### src/rtl/pipelined_multiplier_arbiter_pkg.sv
// Shared types for the pipelined multiplier arbiter: tag-pipeline entries, output-register
// entries and the tag-width helper.
package pipelined_multiplier_arbiter_pkg;

    // Struct fields are sized for the widest supported configuration; users slice what they need.
    localparam int unsigned TAG_MAX_W     = 8;
    localparam int unsigned PRODUCT_MAX_W = 128;

    function automatic int unsigned tag_w(input int unsigned requesters);
        return (requesters > 1) ? $clog2(requesters) : 1;
    endfunction

    typedef struct packed {
        logic                 valid;
        logic [TAG_MAX_W-1:0] tag;
    } tag_entry_t;

    typedef struct packed {
        logic                     valid;
        logic [TAG_MAX_W-1:0]     tag;
        logic [PRODUCT_MAX_W-1:0] product;
    } out_entry_t;

endpackage

### src/rtl/rr_arbiter.sv
// Combinational round-robin arbiter: grants the first requester at or above ptr, wrapping.
module rr_arbiter
    import pipelined_multiplier_arbiter_pkg::*;
#(
    parameter int unsigned REQUESTERS = 4,
    localparam int unsigned TAG_W = tag_w(REQUESTERS)
) (
    input  logic [REQUESTERS-1:0] req,
    input  logic [TAG_W-1:0]      ptr,
    input  logic                  enable,
    output logic [REQUESTERS-1:0] grant,
    output logic [TAG_W-1:0]      grant_idx,
    output logic                  any_grant
);

    logic [TAG_W-1:0] idx;

    always_comb begin
        grant     = '0;
        grant_idx = '0;
        any_grant = 1'b0;
        idx       = '0;
        for (int unsigned k = 0; k < REQUESTERS; k++) begin
            idx = TAG_W'((32'(ptr) + k) % REQUESTERS);
            if (enable && !any_grant && req[idx]) begin
                grant[idx] = 1'b1;
                grant_idx  = idx;
                any_grant  = 1'b1;
            end
        end
    end

endmodule

### src/rtl/pipelined_multiplier_arbiter.sv
// Round-robin front end sharing one pipelined multiplier between several clients; requester
// tags travel alongside the operands and products return through a one-entry output register.
module pipelined_multiplier_arbiter
    import pipelined_multiplier_arbiter_pkg::*;
#(
    parameter int unsigned DATA_WIDTH     = 32,
    parameter int unsigned PIPELINE_DEPTH = 8,
    parameter int unsigned REQUESTERS     = 4
) (
    input  logic                                   clk_i,
    input  logic                                   rst_i,
    input  logic [REQUESTERS-1:0]                  req_valid_i,
    output logic [REQUESTERS-1:0]                  req_ready_o,
    input  logic [REQUESTERS-1:0][DATA_WIDTH-1:0]  req_multiplicand_i,
    input  logic [REQUESTERS-1:0][DATA_WIDTH-1:0]  req_multiplier_i,
    output logic [REQUESTERS-1:0]                  rsp_valid_o,
    input  logic [REQUESTERS-1:0]                  rsp_ready_i,
    output logic [2*DATA_WIDTH-1:0]                rsp_product_o,
    output logic [DATA_WIDTH-1:0]                  mul_multiplicand_o,
    output logic [DATA_WIDTH-1:0]                  mul_multiplier_o,
    output logic                                   mul_valid_o,
    output logic                                   mul_clk_en_o,
    input  logic [2*DATA_WIDTH-1:0]                mul_product_i,
    input  logic                                   mul_valid_i
);

    localparam int unsigned TAG_W = tag_w(REQUESTERS);
    localparam int unsigned LAT   = PIPELINE_DEPTH - 1;

    tag_entry_t       tag_pipe_q [LAT];
    tag_entry_t       head;
    out_entry_t       out_q, out_d;
    logic [TAG_W-1:0] ptr_q, ptr_d;
    logic [TAG_W-1:0] out_tag, grant_idx;
    logic [REQUESTERS-1:0] grant;
    logic             any_grant;
    logic             accept, stall;
    logic             unused_bits;

    assign head    = tag_pipe_q[LAT-1];
    assign out_tag = out_q.tag[TAG_W-1:0];

    // Only freeze the multiplier when its finished result has nowhere to go.
    assign accept       = out_q.valid & rsp_ready_i[out_tag];
    assign stall        = ~rst_i & mul_valid_i & out_q.valid & ~accept;
    assign mul_clk_en_o = ~stall;

    rr_arbiter #(
        .REQUESTERS (REQUESTERS)
    ) u_rr_arbiter (
        .req       (req_valid_i),
        .ptr       (ptr_q),
        .enable    (~stall & ~rst_i),
        .grant     (grant),
        .grant_idx (grant_idx),
        .any_grant (any_grant)
    );

    assign req_ready_o        = grant;
    assign mul_valid_o        = any_grant;
    assign mul_multiplicand_o = any_grant ? req_multiplicand_i[grant_idx] : '0;
    assign mul_multiplier_o   = any_grant ? req_multiplier_i[grant_idx] : '0;

    always_comb begin
        ptr_d = ptr_q;
        if (any_grant) begin
            ptr_d = (grant_idx == TAG_W'(REQUESTERS - 1)) ? '0 : grant_idx + 1'b1;
        end
    end

    // A new product may enter in the same cycle the previous one is accepted.
    always_comb begin
        out_d = out_q;
        if (mul_valid_i && !stall) begin
            out_d.valid   = 1'b1;
            out_d.tag     = head.tag;
            out_d.product = PRODUCT_MAX_W'(mul_product_i);
        end else if (accept) begin
            out_d.valid = 1'b0;
        end
    end

    always_ff @(posedge clk_i) begin
        if (rst_i) begin
            ptr_q <= '0;
            out_q <= '0;
            for (int i = 0; i < LAT; i++) begin
                tag_pipe_q[i] <= '0;
            end
        end else begin
            ptr_q <= ptr_d;
            out_q <= out_d;
            if (mul_clk_en_o) begin
                tag_pipe_q[0].valid <= mul_valid_o;
                tag_pipe_q[0].tag   <= TAG_MAX_W'(grant_idx);
                for (int i = 1; i < LAT; i++) begin
                    tag_pipe_q[i] <= tag_pipe_q[i-1];
                end
            end
        end
    end

    assign rsp_valid_o   = out_q.valid ? (REQUESTERS'(1) << out_tag) : '0;
    assign rsp_product_o = out_q.product[2*DATA_WIDTH-1:0];

    assign unused_bits = ^{out_q.tag, out_q.product, head};

endmodule

### config.mk
export PLATFORM = sky130hd
export DESIGN_NAME = pipelined_multiplier_arbiter
export DESIGN_NICKNAME = d
export VERILOG_FILES = /design/src/rtl/pipelined_multiplier_arbiter_pkg.sv /design/src/rtl/rr_arbiter.sv /design/src/rtl/pipelined_multiplier_arbiter.sv
export SDC_FILE = /design/constraint.sdc
export NUM_CORES = 1
export LEC_CHECK = 0
export CELL_PAD_IN_SITES_DETAIL_PLACEMENT = 1
export CELL_PAD_IN_SITES_GLOBAL_PLACEMENT = 1
export CORE_AREA = 8 8 165 199
export CTS_CLUSTER_DIAMETER = 60
export DETAILED_ROUTE_END_ITERATION = 8
export DIE_AREA = 0 0 173 207
export PLACE_DENSITY = 0.76
export SLEW_MARGIN = 10
export SYNTH_ARGS = -nofsm -noshare
export SYNTH_HDL_FRONTEND = slang
export SYNTH_HIERARCHICAL = 1
export SYNTH_SLANG_ARGS = --single-unit
### constraint.sdc
create_clock -name clk_i -period 5.5 [get_ports clk_i]
set_input_delay 1.375 -clock clk_i [delete_from_list [all_inputs] [get_ports clk_i]]
set_output_delay 1.375 -clock clk_i [all_outputs]
set_load 0.05 [all_outputs]
==> results of run 1 <==
## cells in the mapped netlist (all sizes together)
cell / n / share of area [%]
nand2: 145 / 8.5
buf: 90 / 11
mux2i: 76 / 12
dfxtp: 69 / 22
mux4: 68 / 24
and2: 64 / 6.2
clkbuf: 26 / 1.5
inv: 19 / 1.1
edfxtp: 14 / 6.6
a211oi: 12 / 1.4
ha: 9 / 1.8
nor2: 5 / 0.29
o21ai: 5 / 0.45
o2bb2ai: 5 / 0.68
a21oi: 4 / 0.31
nor2b: 3 / 0.29
a21o: 2 / 0.23
and3b: 2 / 0.27
nand3: 2 / 0.16
nor3b: 2 / 0.31
o22ai: 2 / 0.20
a221oi: 1 / 0.23
a22o: 1 / 0.14
a22oi: 1 / 0.12
and3: 1 / 0.098
and4: 1 / 0.14
mux2: 1 / 0.18
nand3b: 1 / 0.12
nor4b: 1 / 0.14
o211ai: 1 / 0.12
o31a: 1 / 0.14
or2: 1 / 0.14
or2b: 1 / 0.12
## layout make-up
class                           instances  area (um^2)
Clock inverter                          4         47.5
Clock buffer                           11          264
Tap cell                              396          495
Inverter                               19         72.6
Sequential cell                        83         1800
Multi-Input combinational cell        418         3940
Timing Repair Buffer                  527         5470
Fill cell                            3277        17700
Antenna cell                            6         15.0
## kinds of logic (layout without fill, tap and decap cells)
group	count (synthesis)	count (layout)	synth area share, %
flops	83	83	28.1
mux	145	145	36.0
fa+ha+maj	9	9	1.76
buf+inv	135	561	13.3
simple gates	229	229	16.8
compound gates	35	35	4.02
other cells	0	6	0
## layout by cell type (no fill, tap or decap), types with 3 or more instances in the layout
cell type,instances
mux4_2,68
o21ai_0,4
nand2_1,144
o2bb2ai_1,4
and2_4,7
buf_6,13
dlymetal6s2s_1,4
and2_2,44
mux2i_1,74
dfxtp_1,69
and2_1,13
clkinv_2,3
edfxtp_1,14
buf_8,4
a211oi_1,12
clkdlybuf4s50_1,389
buf_16,3
dlygate4sd2_1,4
nor2b_1,3
diode_2,6
buf_4,80
inv_1,16
clkbuf_16,10
buf_12,28
nor2_1,5
ha_1,9
## per-stage QoR
| stage | hold slack [ns] | worst slack, ns | TNS (ns) |
|---|---|---|---|
| finish | 0.456 | 0.118 | 0 |
| global route | 0.474 | 0.0108 | 0 |
| CTS | 0.461 | 0.00624 | 0 |
| detailed placement | 0.450 | -0.359 | -17.57 |
| global placement | 0.442 | -0.291 | -14.45 |
| floorplan | 0.435 | 0.00875 | 0 |
## where the power goes
| part | total, mW | leakage, nW | internal (mW) | switching, mW |
|---|---|---|---|---|
| Sequential | 0.682 | 0.737 | 0.661 | 0.0209 |
| Clock | 0.628 | 0.153 | 0.388 | 0.241 |
| Combinational | 1.96 | 3.87 | 0.958 | 0.998 |
## registers in the layout (all words and copies together), names as in the netlist
signal         count
out_q              3
ptr_q              2
rsp_product_o     64
tag_pipe_q        14
## per-layer routing
metal	wire [um]	up-vias
met5	0	-
met4	628	0
met3	3840	36
met2	17500	373
met1	12800	3182
li1	-	3013
## how the worst max path moves through the flow
stage,slack (ns),start,endpoint
after floorplan,0.009,rst_i,mul_multiplicand_o[10]
after global placement,-0.29,rst_i,mul_multiplier_o[0]
after detailed placement,-0.36,rst_i,mul_multiplier_o[2]
after CTS,0.006,req_valid_i[3],mul_multiplicand_o[7]
after global routing,0.01,rsp_ready_i[3],mul_multiplier_o[13]
final,0.12,rsp_ready_i[3],mul_multiplier_o[13]
## worst register-to-register path, delay by kind of cell (launching register included)
kind	cells	cell delay, ns
mux	2	0.76
buf+inv	5	0.73
flops	1	0.33
compound gates	2	0.29
simple gates	1	0.05
fa+ha+maj	2	0.82
## timing repair
action / in CTS / in global routing
gates cloned: 3 / 0
gates resized for setup: 51 / 8
pin swaps: 6 / 2
buffers inserted: 8 / 3
endpoints found under the setup margin: 64 / 58
==> results.py, run 1 <==
metrics = {
    "cts": {
        "clk_transition_reported_paths_ns": 0.06,
        "ctsHtreeMaxLevel": 3,
        "clk_latency_ns": 0.34,
        "clock-sinks": 83,
        "cts_hold_repair.buffers": 0,
        "cts_buffers": 9,
        "cts_root_buf": "clkbuf_16",
        "cts_tree": "built",
        "cts_max_path_buffers": 2,
    },
    "grt": {
        "gr-total-overflow": 0,
        "grtUsageMet2_pct": 32.9,
        "track_usage_pct": 18.7,
        "antenna_found_initial": 14,
        "grt_busiest_layer": "met2",
        "grt_pass1_vias": 7371,
        "grt.met1_usage_pct": 20.3,
        "met3_usage_pct": 8.02,
        "grt_max_degree": 58,
        "grt_pass1_wl_um": 50100,
    },
    "floorplanning": {
        "fp.dieW_um": 173,
        "num_rows": 70,
        "io_pins": 469,
        "fp.dieH_um": 207,
        "coreArea_mm2": 0.0298,
        "start_util_pct": 21.5,
        "fp.dieArea_mm2": 0.0358,
    },
    "synth": {
        "ys_ff_latch": 83,
        "syn_nets": 976,
        "synthCells": 636,
        "avgSynthCellArea_um2": 10.1,
        "synth_cell_types": 41,
        "syn_area_mm2": 0.00641,
        "yosys_warnings": 6,
        "seq_area_frac_synth_pct": 28.1,
    },
    "finish": {
        "synthToLayoutAreaGrowth_pct": 88.8,
        "layout-drive-gt1-share_pct": 26.6,
        "utilization_pct": 40.6,
        "final_area_mm2": 0.0121,
        "final_nets": 1398,
        "layout.cells.non_filler": 1464,
    },
    "drt": {
        "vias_per_cell": 4.51,
        "drt_iter0_drc": 319,
        "drc": 0,
        "ant_nets": 0,
        "wl_um": 34800,
        "num_vias": 6604,
        "wl_per_cell_um": 23.8,
        "first_pass_iters": 4,
    },
    "sta": {
        "period_minus_slack_ns": 5.38,
        "rsz0062_at_grt": "no",
        "finalSetupViolCount": 0,
        "hold_viol": 0,
        "skew_ns": 0.00883,
        "timing.fmax_mhz": 186,
        "tightest_slew_ns": 1.14,
        "finalMaxSlewViolations": 0,
        "period_share_pct": 97.9,
        "slew_headroom_pct": 23.8,
    },
    "placed_design": {
        "placed_area_mm2": 0.0114,
        "dp.cells": 1429,
        "port_buffers": 468,
        "hpwl_um": 29600,
        "globalplace.congestion": 0.891,
    },
    "power": {
        "p_leak_nw": 4.76,
        "ir_worst_vdd_mv": 0.138,
        "power.density_mw_per_mm2": 270,
        "power_mw": 3.27,
    },
    "worst_setup_path": {
        "cp.arrival_ns": 4.01,
        "cp_max_fo": 7,
        "reg2reg_to": "ptr_q[1]$_SDFFE_PP0P_",
        "r2r-start": "ptr_q[0]$_SDFFE_PP0P_",
        "crit_top_cell": "buf_6",
        "critPathKind": "primary input to output pin",
        "cp-start-kind": "primary input",
        "critPathTopFamily": "buffers and inverters",
        "cp.buffers_inverters": 6,
        "cp-end-kind": "output pin",
        "r2r_setup_slack_ns": 2.41,
        "worst-path-stages": 13,
        "r2r_cells": 12,
        "crit_path_top_delay_cell": "mux4_2",
        "path_cells": "dlygate4sd2_1 -> mux2i_4 -> a22o_1 -> a21oi_1 -> buf_4 -> buf_6 -> nand3_2 -> o22ai_4 -> buf_12 -> bufbuf_16 -> mux4_2 -> and2_2 -> buf_6",
        "max_stage_delay_ns": 0.48,
        "required_ns": 4.12,
    },
    "run_status": {
        "status": "completed",
    },
    "flow_run": {
        "max_cap_violations": 0,
    },
    "hold_path": {
        "whs_path_depth": 2,
        "hold_start": "rsp_product_o[57]$_SDFFE_PP0P_",
        "min_to": "rsp_product_o[57]$_SDFFE_PP0P_",
        "hold_class": "flop to flop",
    },
}
(Power assumes the default switching activity.)
==> inputs of run 2 (changes only) <==
--- a/config.mk
+++ b/config.mk
@@ -7,10 +7,11 @@
 export LEC_CHECK = 0
 export CELL_PAD_IN_SITES_DETAIL_PLACEMENT = 1
 export CELL_PAD_IN_SITES_GLOBAL_PLACEMENT = 1
-export CORE_AREA = 8 8 165 199
+export CORE_AREA = 8 8 251 132
 export CTS_CLUSTER_DIAMETER = 60
 export DETAILED_ROUTE_END_ITERATION = 8
-export DIE_AREA = 0 0 173 207
+export DIE_AREA = 0 0 259 140
+export MAX_ROUTING_LAYER = met4
 export PLACE_DENSITY = 0.76
 export SLEW_MARGIN = 10
 export SYNTH_ARGS = -nofsm -noshare
==> results.py, run 2 (synthesis gave the netlist of run 1 again) <==
metrics = {
    "run_status": {
        "status": "completed",
    },
    "cts": {
        "cts_root_buf": "clkbuf_16",
        "clock-sinks": 83,
        "cts_tree": "built",
        "clk_latency_ns": 0.34,
        "cts_buffers": 9,
        "cts_max_path_buffers": 2,
        "clk_transition_reported_paths_ns": 0.06,
        "ctsHtreeMaxLevel": 3,
        "cts_hold_repair.buffers": 0,
    },
    "drt": {
        "first_pass_iters": 4,
        "wl_per_cell_um": 24.4,
        "wl_um": 35600,
        "vias_per_cell": 4.45,
        "num_vias": 6498,
        "drc": 0,
        "drt_iter0_drc": 392,
        "ant_nets": 0,
    },
    "power": {
        "seq_power_share_pct": 21.0,
        "p_leak_nw": 4.74,
        "power_mw": 3.25,
        "power.density_mw_per_mm2": 266,
        "p_clk_share_pct": 16.7,
        "p_sw_share_pct": 39.2,
        "switching_power_mw": 1.27,
        "intPower_mw": 1.97,
        "combinationalPowerShare_pct": 62.2,
        "ir_worst_vdd_mv": 0.148,
    },
    "finish": {
        "final_nets": 1391,
        "largest_register_ffs": 64,
        "synthToLayoutAreaGrowth_pct": 90.1,
        "fillers": 3274,
        "final_common_cell": "clkdlybuf4s50_1",
        "utilization_pct": 41.1,
        "ff_latch_area_mm2": 0.00180,
        "layout-drive-gt1-share_pct": 25.6,
        "final_area_mm2": 0.0122,
        "final_cell_mix": "clkdlybuf4s50_1, nand2_1, mux2i_1",
        "multi_input_area_mm2": 0.00396,
    },
    "sta": {
        "hold_viol": 0,
        "finalMaxSlewViolations": 0,
        "period_share_pct": 97.9,
        "period_minus_slack_ns": 5.39,
        "finalSetupViolCount": 0,
        "tns_ns": 0,
        "tightest_slew_ns": 0.767,
        "timing.fmax_mhz": 186,
        "skew_ns": 0.00427,
        "slew_headroom_pct": 48.8,
    },
    "grt": {
        "gr-total-overflow": 0,
        "grt_max_degree": 68,
        "track_usage_pct": 18.9,
        "antenna_found_initial": 6,
        "grt_pass1_vias": 6879,
        "grt_pass1_wl_um": 49800,
    },
    "worst_setup_path": {
        "path_cells": "clkdlybuf4s50_1 -> buf_4 -> mux4_2 -> a21oi_1 -> o22ai_4 -> buf_12 -> buf_12 -> mux4_2 -> and2_2 -> buf_6",
        "required_ns": 4.12,
        "cp.buffers_inverters": 5,
        "cp.arrival_ns": 4.01,
        "critPathTopFamily": "buffers and inverters",
        "cp-end-kind": "output pin",
        "cp_max_fo": 16,
        "critPathKind": "primary input to output pin",
        "cp-start-kind": "primary input",
        "max_stage_delay_ns": 0.49,
        "crit_path_top_delay_cell": "mux4_2",
    },
    "hold_path": {
        "hold_class": "flop to flop",
    },
    "placed_design": {
        "placed_area_mm2": 0.0112,
        "globalplace.congestion": 0.921,
        "port_buffers": 468,
        "hpwl_um": 28500,
    },
    "floorplanning": {
        "fp.dieArea_mm2": 0.0363,
        "fp.dieW_um": 259,
        "io_pins": 469,
        "num_rows": 45,
        "coreArea_mm2": 0.0297,
        "start_util_pct": 21.6,
        "fp.dieH_um": 140,
    },
    "flow_run": {
        "max_cap_violations": 0,
    },
}
run 2: final cells by class:
cell class / count / area share [%]
Antenna cell: 6 / 0.123
Clock buffer: 11 / 1.91
Clock inverter: 3 / 0.144
Inverter: 19 / 0.595
Multi-Input combinational cell: 418 / 32.5
Sequential cell: 83 / 14.8
Tap cell: 399 / 4.10
Timing Repair Buffer: 520 / 45.9
run 2: worst paths after layout:
kind / startpoint / end / slack, ns / cells after the start
hold reg to reg: rsp_product_o[23]$_SDFFE_PP0P_ / rsp_product_o[23]$_SDFFE_PP0P_ / 0.45 / 2
setup reg to reg: ptr_q[0]$_SDFFE_PP0P_ / ptr_q[1]$_SDFFE_PP0P_ / 2.25 / 13
hold / removal: rsp_product_o[23]$_SDFFE_PP0P_ / rsp_product_o[23]$_SDFFE_PP0P_ / 0.45 / 2
setup / recovery: req_valid_i[3] / mul_multiplier_o[3] / 0.11 / 10
run 2: worst register-to-register path, delay by kind of cell, from the launching register on:
family                   cells  cell delay [ns]
buffers and inverters        6             0.88
adder cells (fa/ha/maj)      2             0.79
flip-flops                   1             0.33
multiplexers                 2             0.78
AO/OA/AOI/OAI                2             0.31
AND/OR/NAND/NOR              1             0.06
run 2: stage by stage:
step / std cells / setup WS [ns] / hold WS, ns
2_1_floorplan: 636 / 0.00875 / 0.435
3_3_place_gp: 1423 / -0.268 / 0.441
3_5_place_dp: 1423 / -0.388 / 0.449
4_1_cts: 1449 / 0.000888 / 0.459
5_1_grt: 1459 / -0.000957 / 0.475
6_report: 1459 / 0.113 / 0.455
run 2: repair_timing:
item | 4_1_cts | 5_1_grt
setup endpoints to repair | 64 | 54
pin swaps | 5 | 5
gates resized for setup | 76 | 56
gates cloned | 5 | 3
buffers inserted | 7 | 1
run 2: power groups by stage:
stage	clock network (mW)	registers, mW	logic [mW]
2_1_floorplan	0	0.694	1.10
3_3_place_gp	0	0.692	1.72
3_5_place_dp	0	0.696	1.74
4_1_cts	0.572	0.683	1.93
5_1_grt	0.600	0.688	2.11
6_report	0.543	0.683	2.02
run 2: metal layers:
layer / GRT usage, % / wire [um]
met5: - / 0
met4: 4.78 / 792
met3: 5.77 / 2460
met2: 32.5 / 18000
met1: 21.5 / 14400
==> inputs of run 3 (changes only) <==
--- a/config.mk
+++ b/config.mk
@@ -11,8 +11,10 @@
 export CTS_CLUSTER_DIAMETER = 60
 export DETAILED_ROUTE_END_ITERATION = 8
 export DIE_AREA = 0 0 259 140
+export GPL_ROUTABILITY_DRIVEN = 0
 export MAX_ROUTING_LAYER = met4
 export PLACE_DENSITY = 0.76
+export REMOVE_ABC_BUFFERS = 1
 export SLEW_MARGIN = 10
 export SYNTH_ARGS = -nofsm -noshare
 export SYNTH_HDL_FRONTEND = slang
==> results.py, run 3 (synthesis gave the netlist of run 1 again) <==
metrics = {
    "run_status": {
        "status": "completed",
    },
    "sta": {
        "finalSetupViolCount": 0,
        "period_minus_slack_ns": 5.43,
        "finalMaxSlewViolations": 0,
        "period_share_pct": 98.8,
        "whs_ns": 0.458,
        "timing.fmax_mhz": 184,
        "slew_headroom_pct": 43.7,
        "skew_ns": 0.0119,
        "tightest_slew_ns": 0.845,
        "hold_viol": 0,
    },
    "drt": {
        "num_vias": 6643,
        "drt_iter0_drc": 307,
        "wl_met1_um": 13600,
        "drc": 0,
        "wl_um": 34400,
        "highest_layer": "met4",
        "ant_nets": 0,
        "met3WireLength_um": 1970,
        "wl_per_cell_um": 23.2,
        "vias_per_cell": 4.47,
        "first_pass_iters": 4,
        "dr_wl_met2_um": 18000,
    },
    "grt": {
        "grt_pass1_wl_um": 48900,
        "gr-total-overflow": 0,
        "grt_pass1_vias": 7188,
        "grt_max_degree": 48,
        "track_usage_pct": 18.4,
        "antenna_found_initial": 5,
    },
    "finish": {
        "utilization_pct": 40.9,
        "largest_register_ffs": 64,
        "layout-drive-gt1-share_pct": 24.3,
        "layout.cells.non_filler": 1487,
        "synthToLayoutAreaGrowth_pct": 89.2,
        "final_nets": 1418,
        "final_cell_mix": "clkdlybuf4s50_1, nand2_1, buf_4",
        "final_common_cell": "clkdlybuf4s50_1",
        "fillers": 3279,
        "final_area_mm2": 0.0121,
    },
    "worst_setup_path": {
        "cp-end-kind": "output pin",
        "path_cells": "buf_4 -> and3b_2 -> a22o_4 -> a21oi_4 -> nand2_4 -> nor4b_4 -> o22ai_2 -> o2bb2ai_4 -> buf_6 -> bufbuf_16 -> buf_4 -> mux4_2 -> and2_1 -> buf_4",
        "cp.buffers_inverters": 5,
        "r2r-start": "ptr_q[1]$_SDFFE_PP0P_",
        "required_ns": 4.12,
        "critPathKind": "primary input to output pin",
        "critPathTopFamily": "simple AND/OR/NAND/NOR gates",
        "cp_max_fo": 4,
        "critPathLaunch": "rst_i",
        "cp.arrival_ns": 4.06,
        "max_stage_delay_ns": 0.33,
        "cp-start-kind": "primary input",
        "crit_top_cell": "buf_4",
        "crit_path_top_delay_cell": "nor4b_4",
    },
    "flow_run": {
        "max_cap_violations": 0,
    },
    "cts": {
        "cts_tree": "built",
        "ctsHtreeMaxLevel": 3,
        "cts_buffers": 9,
        "clk_transition_reported_paths_ns": 0.07,
        "cts_max_path_buffers": 2,
        "clock-sinks": 83,
        "cts_root_buf": "clkbuf_16",
        "clk_latency_ns": 0.35,
        "cts_hold_repair.buffers": 0,
    },
    "floorplanning": {
        "coreArea_mm2": 0.0297,
        "fp.dieArea_mm2": 0.0363,
        "start_util_pct": 21.6,
        "fp.dieW_um": 259,
        "io_pins": 469,
        "fp.dieH_um": 140,
        "num_rows": 45,
    },
    "power": {
        "power.density_mw_per_mm2": 267,
        "ir_worst_vdd_mv": 0.160,
        "p_leak_nw": 4.79,
    },
    "placed_design": {
        "hpwl_um": 27900,
        "port_buffers": 468,
        "placed_area_mm2": 0.0113,
        "dp.cells": 1440,
    },
    "hold_path": {
        "hold_class": "flop to flop",
        "hold_start": "rsp_product_o[12]$_SDFFE_PP0P_",
    },
}
==> run 3: cell count changes in the layout (fill, tap and decap cells not counted), moves of 3 or more <==
cell	delta
buf_4	+61
and2_1	+48
buf_6	-13
and2_4	-17
buf_16	-5
buf_8	-17
o2bb2ai_2	+4
buf_12	+5
and2_2	-31
dlygate4sd2_1	-5
dlymetal6s2s_1	+3
o2bb2ai_1	-4
clkbuf_16	-3
==> run 3: layout make-up <==
cell class              instances  area, um^2  share of cell area (%)
diodes                          5        12.5                   0.103
clock buffers                   9         225                    1.86
clock inverters                 7        52.6                   0.433
inverters                      19        73.8                   0.609
multi-input cells             418        3930                    32.4
flip-flops and latches         83        1800                    14.9
well taps                     399         499                    4.12
repair buffers                547        5540                    45.7
==> run 3: through the flow <==
stage	power (mW)	setup slack (ns)	setup TNS, ns
floorplan	1.77	-5.14	-383.78
global placement	2.48	-0.310	-17.14
detailed placement	2.51	-0.502	-27.12
CTS	3.24	0.000205	0
global route	3.39	-0.00473	-0.0128
finish	3.24	0.0683	0
==> run 3: metal layers <==
metal  GRT usage, %  up-vias
li1               -     3056
met5              -        -
met3           4.50       44
met2           31.8      216
met4           5.04        0
met1           21.2     3327
==> run 3: timing repair <==
item                                    CTS  global route
buffers inserted                         15             8
pin swaps                                 7             6
endpoints found under the setup margin   64            67
gates cloned                              3             0
resized for setup                        49            30
==> run 3: path summary, 6_finish.rpt <==
path	end	slack [ns]	depth (start not counted)
max	mul_multiplicand_o[23]	0.07	14
min	rsp_product_o[12]$_SDFFE_PP0P_	0.46	2
max reg2reg	ptr_q[1]$_SDFFE_PP0P_	2.44	11
min reg2reg	rsp_product_o[12]$_SDFFE_PP0P_	0.46	2
==> run 3: report_power, final <==
part | switching, mW | internal [mW] | leakage [nW]
combinational | 1.01 | 0.955 | 3.92
sequential | 0.0236 | 0.661 | 0.737
clock | 0.281 | 0.310 | 0.131
total | 1.31 | 1.93 | 4.79
==> run 3: worst min-delay path, delay by kind of cell, from the launching register on <==
family / cells / cell delay, ns
simple gates: 1 / 0.05
mux: 1 / 0.05
flops: 1 / 0.31
==> edit (config.mk and constraints of run 1) <==
Reset style: asynchronous (`rst_i`), changed in one clocked block.
--- a/src/rtl/pipelined_multiplier_arbiter.sv
+++ b/src/rtl/pipelined_multiplier_arbiter.sv
@@ -80,7 +80,7 @@
         end
     end
 
-    always_ff @(posedge clk_i) begin
+    always_ff @(posedge clk_i or posedge rst_i) begin
         if (rst_i) begin
             ptr_q <= '0;
             out_q <= '0;
Formal check against the unedited RTL: differs if rst_i is asserted again (counterexample within 4 cycles, from zero or initial values and one cycle with rst_i high); with rst_i held inactive, the same outputs for 4 cycles.
==> edit against run 1 <==
  * Setup slack worse by 0.0050 ns
  * Design area down 0.17%
  * Sequential cell count unchanged
  * Largest cell class unchanged
  * Area after synthesis up 2.7%
  * Fmax about the same
  * Wire length down 4.8%
  * Cell count down 7.9%
Power is not compared: it rests on default switching activity, and its combinational part moved more than twofold at a synthesized area within 25%.
==> edit: results (changes against run 1) <==
Status: complete, no violations (unchanged)
Share of layout cells above drive strength 1: 0.325 (was 0.266)
Global-route wire length before repair: 48700 µm (was 50100 µm)
Most frequent cells after synthesis: dfrtp_1 (83), buf_4 (67), mux4_2 (66) (was nand2_1 (145), mux2i_1 (76), buf_4 (71))
First DRT Iteration DRCs: 298 (was 319)
Crit-path max FO: 8 (was 7)
Hold Path Cell Cnt: 1 (was 2)
Initial antenna violation count: 11 (was 14)
Clk Tree Root Cell: clkbuf_16 (unchanged)
R2R Setup Slk: 2.48 ns (was 2.41 ns)
Drt total wl: 33100 µm (was 34800 µm)
Routability Congestion: 0.866 (was 0.891)
Max stage delay on crit path: 0.42 ns (was 0.48 ns)
Worst Skew: 0.0129 ns (was 0.00883 ns)
TritonRoute pass-1 iters: 4 (unchanged)
HPWL reported at the end of detailed placement: 28100 µm (was 29600 µm)
Tot GR Track Use: 0.180 (was 0.187)
Slowest cell on the critical path: mux4_2 (unchanged)
Critical path's top delay family: buffers and inverters (unchanged)
Synth area leaders: dfrtp_1 (32%), mux4_2 (23%), mux2_4 (12%) (was mux4_2 (23%), dfxtp_1 (22%), mux2i_1 (12%))
Vias in the first global route: 6972 (was 7371)
Pleak: 4.88 nW
Vias per inst: 4.51 (about the same)
CTS max path bufs: 2 (unchanged)
Worst r2r src: ptr_q[1]$_DFFE_PP0P_ (was ptr_q[0]$_SDFFE_PP0P_)
Hold Path Class: register to register (unchanged)
PortBufs: 468 (unchanged)
Synth unique cells: 48 (was 41)
Clk_lat worst skew: 0.35 ns
Die Width: 173 µm (unchanged)
Asr flop ratio synth: 1.00 (was 0)
Nets: 1283 (was 1398)
R2R depth: 11 (was 12)
WHS Endpoint: rsp_product_o[50]$_DFFE_PP0P_ (was rsp_product_o[57]$_SDFFE_PP0P_)
CTS buffer count: 9 (unchanged)
Maximum VDD drop: 0.000247 V
Net Count, Synth: 850 (was 976)
Ys Warns: 6 (unchanged)
HP Start: rsp_product_o[50]$_DFFE_PP0P_ (was rsp_product_o[57]$_SDFFE_PP0P_)
Max FFs per register: 64 (unchanged)
Largest net degree at the start of global routing: 61 (was 58)
CTS clk-pin slew, worst paths: 0.07 ns
Worst-Margin Slew: 0.965 ns (was 1.14 ns)
Hold Slack: 0.506 ns (was 0.456 ns)
Seq/Total Area, Yosys: 0.316 (was 0.281)
Reg2reg end: ptr_q[1]$_DFFE_PP0P_ (was ptr_q[1]$_SDFFE_PP0P_)
Number of fill cells: 3178 (was 3277)
Htree depth: 3 (unchanged)
==> edit: cell types whose count changed after synthesis, sizes merged, moves of 69 or more <==
cell	run 1	this run
nand2	145	18
dfrtp	0	83
mux2	1	72
mux2i	76	5
dfxtp	69	0
==> edit: per-stage QoR <==
stage / setup slack [ns] / cell area (µm²) / cells / TNS, ns
after global placement: -0.161 / 11400 / 1315 / -6.95
after floorplan: 0.0498 / 6590 / 511 / 0
after global routing: 0.0214 / 12100 / 1349 / 0
final: 0.113 / 12100 / 1349 / 0
after detailed placement: -0.173 / 11400 / 1315 / -6.80
after CTS: 0.00517 / 12100 / 1344 / 0
==> edit: layer usage <==
metal / track usage / vias up / routed length [µm]
met1: 0.203 / 3036 / 12600
met5: 0 / - / 69
met4: 0.0462 / 10 / 490
li1: - / 2702 / -
met2: 0.308 / 303 / 16600
met3: 0.0764 / 30 / 3380
==> edit: logic make-up after synthesis <==
| group | count (synthesis) | synth area share |
|---|---|---|
| adder cells (fa/ha/maj) | 8 | 0.0152 |
| flip-flops | 83 | 0.316 |
| AND/OR/NAND/NOR | 108 | 0.100 |
| buffers and inverters | 111 | 0.120 |
| multiplexers | 144 | 0.390 |
| AO/OA/AOI/OAI | 57 | 0.0589 |
==> edit: worst register-to-register path: stages (launching register included) <==
cell,delay (ns)
dfrtp_1,0.35
inv_1,0.15
ha_1,0.36
mux4_2,0.53
nor2b_4,0.15
buf_4,0.15
o211ai_1,0.26
o21ai_4,0.11
buf_4,0.14
buf_4,0.16
ha_1,0.28
mux2_2,0.26
==> edit: worst max-delay path by stage <==
stage / start / cells past startpoint / slack, ns / end
2_1_floorplan: req_valid_i[1] / 9 / 0.05 / mul_multiplicand_o[24]
6_report: rsp_ready_i[2] / 14 / 0.11 / mul_multiplier_o[13]
4_1_cts: req_valid_i[2] / 13 / 0.005 / mul_multiplier_o[11]
3_3_place_gp: req_valid_i[3] / 11 / -0.16 / mul_multiplier_o[27]
5_1_grt: rsp_ready_i[2] / 14 / 0.02 / mul_multiplier_o[13]
3_5_place_dp: req_valid_i[3] / 11 / -0.17 / mul_multiplier_o[30]
==> edit: final cells by class <==
cell class	instances	area [µm²]	area share
timing repair buffer	526	5370	0.444
sequential	83	2080	0.172
clock buffer	9	225	0.0186
inverter	7	27.5	0.00228
tap	396	495	0.0410
clock inverter	7	68.8	0.00569
multi-input combinational	317	3810	0.315
antenna	4	10.0	0.000828
==> edit: timing repair <==
item / in CTS / in global routing
buffers inserted: 9 / 1
pin swaps: 5 / 1
cloned: 4 / 0
endpoints found under the setup margin: 64 / 32
resized for setup: 49 / 13
==> edit: report_power, final <==
group | internal, mW | switching [mW]
Combinational | 2.01 | 2.28
Clock | 0.318 | 0.278
Sequential | 0.800 | 0.129
Total | 3.13 | 2.69
